===== src/rtl/bram_request_arbiter_if.sv =====
// Adder/BRAM bus seen by bram_request_arbiter.
// slave  : arbiter side (requests in, BRAM port controls out)
// master : environment side (adder requests and BRAM data)
interface bram_request_arbiter_if #(
  parameter int unsigned ADDR_WIDTH = 8,
  parameter int unsigned DATA_WIDTH = 32
);
  localparam int unsigned CNT_WIDTH = 16;

  logic                  read_valid_in;
  logic                  read_ready_out;
  logic [ADDR_WIDTH-1:0] x_pointer_in;
  logic [ADDR_WIDTH-1:0] y_pointer_in;
  logic                  data_valid_out;
  logic [DATA_WIDTH-1:0] x_data_out;
  logic [DATA_WIDTH-1:0] y_data_out;
  logic                  write_valid_in;
  logic [DATA_WIDTH-1:0] write_data_in;
  logic [ADDR_WIDTH-1:0] write_pointer_in;
  logic [ADDR_WIDTH-1:0] bram_read_addr_out;
  logic [DATA_WIDTH-1:0] bram_read_data_in;
  logic [ADDR_WIDTH-1:0] bram_write_addr_out;
  logic [DATA_WIDTH-1:0] bram_write_data_out;
  logic                  bram_we_out;
  logic [CNT_WIDTH-1:0]  collision_count_out;

  modport slave (
    input  read_valid_in, x_pointer_in, y_pointer_in,
    input  write_valid_in, write_data_in, write_pointer_in,
    input  bram_read_data_in,
    output read_ready_out, data_valid_out, x_data_out, y_data_out,
    output bram_read_addr_out, bram_write_addr_out, bram_write_data_out,
    output bram_we_out, collision_count_out
  );

  modport master (
    output read_valid_in, x_pointer_in, y_pointer_in,
    output write_valid_in, write_data_in, write_pointer_in,
    output bram_read_data_in,
    input  read_ready_out, data_valid_out, x_data_out, y_data_out,
    input  bram_read_addr_out, bram_write_addr_out, bram_write_data_out,
    input  bram_we_out, collision_count_out
  );
endinterface


===== src/rtl/bram_request_arbiter.sv =====
// bram_request_arbiter: turns a paired x/y read request into two port-B
// reads returned together, forwards writes to port A, and stalls a read
// issue that would race a same-address write.
// Optional: define BRAM_ARB_COLLISION_CNT_EN to build the 16-bit saturating
// collision stall counter; otherwise collision_count_out is tied to 0.
module bram_request_arbiter #(
  parameter int unsigned ADDR_WIDTH   = 8,
  parameter int unsigned DATA_WIDTH   = 32,
  parameter int unsigned READ_LATENCY = 2
) (
  input logic                   clk_in,
  input logic                   rst_n_in,
  bram_request_arbiter_if.slave bus
);
  localparam int unsigned RL = READ_LATENCY;

  typedef enum logic [2:0] {
    IDLE    = 3'd0,
    ISSUE_X = 3'd1,
    ISSUE_Y = 3'd2,
    WAIT    = 3'd3,
    RETURN  = 3'd4
  } state_t;

  state_t                state;
  state_t                next_state;
  logic [ADDR_WIDTH-1:0] x_ptr;
  logic [ADDR_WIDTH-1:0] y_ptr;
  logic [DATA_WIDTH-1:0] x_buf;
  logic [RL-1:0]         x_pipe;
  logic [RL-1:0]         y_pipe;
  logic                  accept;
  logic                  issue_x;
  logic                  issue_y;
  logic                  collide_x;
  logic                  collide_y;
  logic                  x_done;
  logic                  y_done;

  // A read address is in flight for RL cycles; the top bit marks doutb valid.
  assign x_done = x_pipe[RL-1];
  assign y_done = y_pipe[RL-1];

  // A write to the address currently presented would land after the read
  // sample; holding one cycle lets the read see the new word.
  assign collide_x = bus.write_valid_in && (bus.write_pointer_in == x_ptr);
  assign collide_y = bus.write_valid_in && (bus.write_pointer_in == y_ptr);

  // State register.
  always_ff @(posedge clk_in or negedge rst_n_in) begin
    if (!rst_n_in) state <= IDLE;
    else           state <= next_state;
  end

  // Next-state and issue strobes.
  always_comb begin
    next_state = state;
    accept     = 1'b0;
    issue_x    = 1'b0;
    issue_y    = 1'b0;
    unique case (state)
      IDLE: begin
        if (bus.read_ready_out && bus.read_valid_in) begin
          accept     = 1'b1;
          next_state = ISSUE_X;
        end
      end
      ISSUE_X: begin
        if (!collide_x) begin
          issue_x    = 1'b1;
          next_state = ISSUE_Y;
        end
      end
      ISSUE_Y: begin
        if (!collide_y) begin
          issue_y    = 1'b1;
          next_state = WAIT;
        end
      end
      WAIT: begin
        if (y_done) next_state = RETURN;
      end
      RETURN: next_state = IDLE;
      default: next_state = IDLE;
    endcase
  end

  // Read path: pointer latch, port-B address, in-flight tracking, result capture.
  always_ff @(posedge clk_in or negedge rst_n_in) begin
    if (!rst_n_in) begin
      x_ptr                  <= '0;
      y_ptr                  <= '0;
      x_buf                  <= '0;
      x_pipe                 <= '0;
      y_pipe                 <= '0;
      bus.read_ready_out     <= 1'b0;
      bus.data_valid_out     <= 1'b0;
      bus.x_data_out         <= '0;
      bus.y_data_out         <= '0;
      bus.bram_read_addr_out <= '0;
    end else begin
      bus.read_ready_out <= (next_state == IDLE);
      bus.data_valid_out <= y_done;
      x_pipe             <= RL'({x_pipe, issue_x});
      y_pipe             <= RL'({y_pipe, issue_y});
      if (accept) begin
        x_ptr                  <= bus.x_pointer_in;
        y_ptr                  <= bus.y_pointer_in;
        bus.bram_read_addr_out <= bus.x_pointer_in;
      end else if (issue_x) begin
        bus.bram_read_addr_out <= y_ptr;
      end
      if (x_done) x_buf <= bus.bram_read_data_in;
      if (y_done) begin
        bus.x_data_out <= x_buf;
        bus.y_data_out <= bus.bram_read_data_in;
      end
    end
  end

  // Write path: port A is dedicated, one-cycle registered forward.
  always_ff @(posedge clk_in or negedge rst_n_in) begin
    if (!rst_n_in) begin
      bus.bram_we_out         <= 1'b0;
      bus.bram_write_addr_out <= '0;
      bus.bram_write_data_out <= '0;
    end else begin
      bus.bram_we_out <= bus.write_valid_in;
      if (bus.write_valid_in) begin
        bus.bram_write_addr_out <= bus.write_pointer_in;
        bus.bram_write_data_out <= bus.write_data_in;
      end
    end
  end

`ifdef BRAM_ARB_COLLISION_CNT_EN
  logic stall;
  assign stall = ((state == ISSUE_X) && collide_x) || ((state == ISSUE_Y) && collide_y);

  // Saturating count of stalled issue cycles, cleared only by reset.
  always_ff @(posedge clk_in or negedge rst_n_in) begin
    if (!rst_n_in) begin
      bus.collision_count_out <= '0;
    end else if (stall && (bus.collision_count_out != 16'hFFFF)) begin
      bus.collision_count_out <= bus.collision_count_out + 16'd1;
    end
  end
`else
  assign bus.collision_count_out = '0;
`endif

endmodule

===== src/flat_wrapper.sv =====
// flat-port wrapper written by rule: the top's interface ports become plain ports
module bram_request_arbiter_flat 
#(
  parameter int unsigned ADDR_WIDTH   = 8,
  parameter int unsigned DATA_WIDTH   = 32,
  parameter int unsigned READ_LATENCY = 2
)
  (clk_in, rst_n_in, bus_read_valid_in, bus_x_pointer_in, bus_y_pointer_in, bus_write_valid_in, bus_write_data_in, bus_write_pointer_in, bus_bram_read_data_in, bus_read_ready_out, bus_data_valid_out, bus_x_data_out, bus_y_data_out, bus_bram_read_addr_out, bus_bram_write_addr_out, bus_bram_write_data_out, bus_bram_we_out, bus_collision_count_out);
  bram_request_arbiter_if #(.ADDR_WIDTH(ADDR_WIDTH), .DATA_WIDTH(DATA_WIDTH)) bus_i ();
  input logic clk_in;
  input logic rst_n_in;
  input wire logic [$bits(bus_i.read_valid_in)-1:0] bus_read_valid_in;
  input wire logic [$bits(bus_i.x_pointer_in)-1:0] bus_x_pointer_in;
  input wire logic [$bits(bus_i.y_pointer_in)-1:0] bus_y_pointer_in;
  input wire logic [$bits(bus_i.write_valid_in)-1:0] bus_write_valid_in;
  input wire logic [$bits(bus_i.write_data_in)-1:0] bus_write_data_in;
  input wire logic [$bits(bus_i.write_pointer_in)-1:0] bus_write_pointer_in;
  input wire logic [$bits(bus_i.bram_read_data_in)-1:0] bus_bram_read_data_in;
  output wire logic [$bits(bus_i.read_ready_out)-1:0] bus_read_ready_out;
  output wire logic [$bits(bus_i.data_valid_out)-1:0] bus_data_valid_out;
  output wire logic [$bits(bus_i.x_data_out)-1:0] bus_x_data_out;
  output wire logic [$bits(bus_i.y_data_out)-1:0] bus_y_data_out;
  output wire logic [$bits(bus_i.bram_read_addr_out)-1:0] bus_bram_read_addr_out;
  output wire logic [$bits(bus_i.bram_write_addr_out)-1:0] bus_bram_write_addr_out;
  output wire logic [$bits(bus_i.bram_write_data_out)-1:0] bus_bram_write_data_out;
  output wire logic [$bits(bus_i.bram_we_out)-1:0] bus_bram_we_out;
  output wire logic [$bits(bus_i.collision_count_out)-1:0] bus_collision_count_out;
  assign bus_i.read_valid_in = bus_read_valid_in;
  assign bus_i.x_pointer_in = bus_x_pointer_in;
  assign bus_i.y_pointer_in = bus_y_pointer_in;
  assign bus_i.write_valid_in = bus_write_valid_in;
  assign bus_i.write_data_in = bus_write_data_in;
  assign bus_i.write_pointer_in = bus_write_pointer_in;
  assign bus_i.bram_read_data_in = bus_bram_read_data_in;
  assign bus_read_ready_out = bus_i.read_ready_out;
  assign bus_data_valid_out = bus_i.data_valid_out;
  assign bus_x_data_out = bus_i.x_data_out;
  assign bus_y_data_out = bus_i.y_data_out;
  assign bus_bram_read_addr_out = bus_i.bram_read_addr_out;
  assign bus_bram_write_addr_out = bus_i.bram_write_addr_out;
  assign bus_bram_write_data_out = bus_i.bram_write_data_out;
  assign bus_bram_we_out = bus_i.bram_we_out;
  assign bus_collision_count_out = bus_i.collision_count_out;
  bram_request_arbiter #(.ADDR_WIDTH(ADDR_WIDTH), .DATA_WIDTH(DATA_WIDTH), .READ_LATENCY(READ_LATENCY)) u_core (.clk_in(clk_in), .rst_n_in(rst_n_in), .bus(bus_i));
endmodule

===== config.mk =====
export PLATFORM = sky130hd
export DESIGN_NAME = bram_request_arbiter_flat
export DESIGN_NICKNAME = d
export VERILOG_FILES = /design/src/rtl/bram_request_arbiter_if.sv /design/src/rtl/bram_request_arbiter.sv /design/src/flat_wrapper.sv
export SDC_FILE = /design/constraint.sdc
export NUM_CORES = 1
export LEC_CHECK = 0
export ABC_AREA = 0
export CELL_PAD_IN_SITES_DETAIL_PLACEMENT = 2
export CELL_PAD_IN_SITES_GLOBAL_PLACEMENT = 2
export CORE_UTILIZATION = 30
export DETAILED_ROUTE_END_ITERATION = 10
export PLACE_DENSITY_LB_ADDON = 0.1
export SLEW_MARGIN = 10
export SYNTH_ARGS = -nofsm -noshare
export SYNTH_HDL_FRONTEND = slang
export SYNTH_SLANG_ARGS = --single-unit
export TNS_END_PERCENT = 10

===== constraint.sdc =====
create_clock -name clk_in -period 2 [get_ports clk_in]
set_input_delay 0.4 -clock clk_in [delete_from_list [all_inputs] [get_ports clk_in]]
set_output_delay 0.4 -clock clk_in [all_outputs]
set_load 0.02 [all_outputs]

==> impl_metrics.xml <==
<?xml version="1.0" encoding="UTF-8"?>
<metrics>
  <group name="setup_path">
    <metric name="timing.critical_path.max_delay_family" unit="">buffers and inverters</metric>
    <metric name="setup_slack_reg_to_reg" unit="ps">310</metric>
    <metric name="cp_max_fo" unit="">3</metric>
    <metric name="worstPathBufferInverterCount" unit="">1</metric>
    <metric name="cp_num_cells" unit="">1</metric>
    <metric name="critical_path.slowest_cell" unit="">clkdlybuf4s50_1</metric>
    <metric name="worstPathCellList" unit="">clkdlybuf4s50_1</metric>
    <metric name="worstSetupEndpoint" unit="">bus_read_ready_out</metric>
    <metric name="critical_path_class" unit="">flop to output pin</metric>
    <metric name="crit_path_start_kind" unit="">flop</metric>
    <metric name="start_of_the_worst_register_to_register_path" unit="">u_core.state[0]</metric>
    <metric name="worst_setup_path_end_kind" unit="">output pin</metric>
    <metric name="critical_path.max_stage_delay" unit="ps">680</metric>
    <metric name="cp_data_arrival_time" unit="ps">1470</metric>
    <metric name="timing.rr.end" unit="">u_core.bus.bram_read_addr_out[5]</metric>
    <metric name="r2r.worst_path.cells" unit="">3</metric>
    <metric name="worstPathRequired" unit="ps">1600</metric>
    <metric name="worstSetupStartpoint" unit="">u_core.bus.read_ready_out</metric>
  </group>
  <group name="yosys">
    <metric name="synth_largest_area_cell" unit="">dfrtp_1</metric>
    <metric name="yosysWarningCount" unit="">0</metric>
    <metric name="netlist-cell-type-count" unit="">28</metric>
    <metric name="synthTopCellsByArea" unit="">dfrtp_1 (64%), mux2_2 (24%), buf_4 (1.8%), xnor2_1 (1.7%), o221a_1 (1.3%)</metric>
    <metric name="area_fraction_in_and_or_nand_and_nor_cells_after_synthesis" unit="">0.02846</metric>
    <metric name="yosys.area_share.adder" unit="">0</metric>
    <metric name="ys_seq_elements" unit="">170</metric>
    <metric name="synthXorXnorAreaFrac" unit="">0.02097</metric>
    <metric name="synth_common_cells" unit="">dfrtp_1 (170), mux2_2 (144), buf_4 (16)</metric>
    <metric name="synth_area_in_compound_gates" unit="">0.03090</metric>
    <metric name="synth_area_per_cell" unit="sq um">15.22</metric>
    <metric name="cell_area_after_synthesis" unit="sq um">6681</metric>
    <metric name="synth_seq_area_share" unit="">0.6367</metric>
    <metric name="synth.most_common_cell" unit="">dfrtp_1</metric>
    <metric name="synthArstFlopShare" unit="">1.000</metric>
    <metric name="synth_cells" unit="">439</metric>
    <metric name="main_combinational_cell_family_by_area_after_synthesis" unit="">multiplexers</metric>
    <metric name="synth_edf_count" unit="">0</metric>
    <metric name="yosys-mux-area-fraction" unit="">0.2427</metric>
    <metric name="synth_largest_type_area_fraction" unit="">0.6367</metric>
    <metric name="ys.flop_type" unit="">dfrtp_1</metric>
  </group>
  <group name="final_layout">
    <metric name="finalNetCount" unit="">751</metric>
    <metric name="final_util" unit="">0.4433</metric>
    <metric name="syn_to_final_growth" unit="%">44.79</metric>
    <metric name="antenna_cells" unit="">0</metric>
    <metric name="final_cell_area" unit="sq um">9674</metric>
    <metric name="share_of_post_route_cells_with_drive_strength_above_1" unit="">0.2946</metric>
  </group>
  <group name="placement">
    <metric name="place.port_buffers" unit="">206</metric>
    <metric name="placedInstanceArea" unit="sq um">9091</metric>
    <metric name="gpl_wtd_cong" unit="">0.7187</metric>
    <metric name="detailedPlace.worstSlack" unit="ps">-224.2</metric>
    <metric name="hpwl_after_detailed_placement" unit="microns">12520</metric>
  </group>
  <group name="clock_network">
    <metric name="cts_tree" unit="">done</metric>
    <metric name="clock_sinks" unit="">170</metric>
    <metric name="clockRootBuffer" unit="">clkbuf_16</metric>
    <metric name="cts.path.max_buffers" unit="">2</metric>
    <metric name="cts_h_tree_depth" unit="">4</metric>
    <metric name="cts.reportedPaths.clkPinSlew" unit="ps">60</metric>
    <metric name="post_cts.repair.setup_buffers" unit="">0</metric>
    <metric name="worst_skew_pair.late_latency" unit="ps">420</metric>
    <metric name="cts_repair_resize_count" unit="">0</metric>
    <metric name="cts_inserted_buffers" unit="">17</metric>
  </group>
  <group name="timing">
    <metric name="max_freq" unit="GHz">0.5346</metric>
    <metric name="period_minus_slack" unit="ps">1871</metric>
    <metric name="setup_ws" unit="ps">129.4</metric>
    <metric name="fin_worst_skew" unit="ps">10.94</metric>
    <metric name="finalSetupViolCount" unit="">0</metric>
    <metric name="final_max_tran_viols" unit="">0</metric>
    <metric name="timing_hold_violations_final" unit="">0</metric>
    <metric name="timing.final.crit_share" unit="">0.9353</metric>
    <metric name="tightestPinTransition" unit="ps">626.0</metric>
    <metric name="max-slew-margin-rel" unit="">0.5799</metric>
    <metric name="rsz_0062_raised_after_global_routing" unit="">no</metric>
  </group>
  <group name="power">
    <metric name="total_power" unit="uW">15030</metric>
    <metric name="pwr_density_cell" unit="nW/um^2">1554</metric>
    <metric name="vdd.ir_drop.worst" unit="mV">0.6293</metric>
    <metric name="total_leakage_power" unit="uW">0.003991</metric>
  </group>
  <group name="job">
    <metric name="cap_violations" unit="">0</metric>
  </group>
  <group name="routing">
    <metric name="post_drt_via_cell_ratio" unit="">4.522</metric>
    <metric name="drt_pre_antenna_iters" unit="">4</metric>
    <metric name="routed-via-count" unit="">4305</metric>
    <metric name="ant_nets" unit="">0</metric>
    <metric name="wire_per_inst" unit="microns">18.05</metric>
    <metric name="drt-initial-drc-count" unit="">82</metric>
    <metric name="drt_wl_total" unit="microns">17180</metric>
    <metric name="post-route-drc-count" unit="">0</metric>
  </group>
  <group name="outcome">
    <metric name="status" unit="">complete, no violations</metric>
  </group>
  <group name="global_routing">
    <metric name="global_route_total_usage_across_every_layer" unit="">0.1561</metric>
    <metric name="globalRouteOverflowTotal" unit="">0</metric>
    <metric name="grt_pass1_vias" unit="">4950</metric>
    <metric name="first_pass_grt_wire_length" unit="microns">26860</metric>
    <metric name="initial_antenna_violation_count" unit="">1</metric>
    <metric name="grt_max_degree" unit="">45</metric>
  </group>
  <group name="floorplan">
    <metric name="start_util" unit="">0.3062</metric>
    <metric name="floorplan.die_area" unit="sq um">22870</metric>
    <metric name="die-height" unit="microns">151.2</metric>
    <metric name="row_count" unit="">54</metric>
    <metric name="core_region_area" unit="sq um">21820</metric>
    <metric name="die_x" unit="microns">151.2</metric>
    <metric name="io_pins" unit="">223</metric>
  </group>
  <group name="hold_path">
    <metric name="min-delay-path-class" unit="">flop to flop</metric>
    <metric name="holdPathStages" unit="">0</metric>
  </group>
</metrics>
[layer usage]
layer	up-vias	track usage	share of wire	routed length (microns)
li1	1934	-	-	-
met1	2214	0.1791	0.40	6839
met2	139	0.2669	0.50	8672
met3	18	0.05572	0.084	1441
met4	0	0.05500	0.013	229
met5	-	0	0	0
[worst min path at each step]
stage	start	end	slack, ps
after floorplan	rst_n_in	u_core.bus.bram_read_addr_out[0]	100
after global placement	rst_n_in	u_core.bus.x_data_out[25]	340
after detailed placement	u_core.x_pipe[0]	u_core.x_pipe[1]	340
after CTS	u_core.x_pipe[0]	u_core.x_pipe[1]	350
after global routing	u_core.x_pipe[0]	u_core.x_pipe[1]	360
final	u_core.x_pipe[0]	u_core.x_pipe[1]	350
[where the power goes]
part | switching (uW) | internal (uW)
Clock | 1440 | 1780
Combinational | 2680 | 3330
Sequential | 931 | 4880
[stage by stage]
step | TNS [ps] | instances | hold slack, ps
final | 0 | 952 | 349.2
after global routing | 0 | 952 | 362.3
after CTS | 0 | 952 | 351.3
after detailed placement | -1855 | 919 | 337.0
after global placement | -1198 | 919 | 336.0
after floorplan | 0 | 454 | 104.4
[cell families (layout without fill, tap and decap cells)]
family | count (synthesis) | after routing
multiplexers | 144 | 144
AND/OR/NAND/NOR | 34 | 34
XOR/XNOR | 16 | 16
flip-flops | 170 | 170
other | 1 | 16
buffers and inverters | 45 | 263
AO/OA/AOI/OAI | 29 | 29
[registers in the layout, summed over array words and instances, names as in the netlist, 8 cells and up]
register / count
u_core.bus.bram_read_addr_out: 8
u_core.bus.bram_write_addr_out: 8
u_core.bus.bram_write_data_out: 32
u_core.bus.x_data_out: 32
u_core.bus.y_data_out: 32
u_core.x_buf: 32
u_core.x_ptr: 8
u_core.y_ptr: 8
[final cells by class]
class / count / area (sq um)
fillers: 2097 / 12150
flip-flops and latches: 170 / 4255
repair buffers: 222 / 2243
multi-input cells: 239 / 2218
clock buffers: 19 / 442.9
well taps: 280 / 350.3
clock inverters: 13 / 130.1
inverters: 9 / 33.78
[placed cells by master, fill, tap and decap left out, types with 2 or more instances in the layout]
cell type / instances
buf_4: 10
buf_12: 5
nand4_1: 2
dfrtp_1: 169
xor2_1: 3
o21ai_1: 4
o21ai_0: 13
nand2b_1: 2
inv_6: 6
clkdlybuf4s50_1: 204
nor2_1: 10
mux2_2: 144
conb_1: 16
nand2_1: 12
clkbuf_16: 17
xnor2_1: 13
clkinvlp_4: 3
o221a_1: 8
nand3_1: 2
inv_1: 9
[what timing repair did]
action	4_1_cts	5_1_grt
endpoints found under the setup margin	0	0
hold buffers	1	0
endpoints found under the hold margin	34	0
Power figures use the tool's default switching activity.
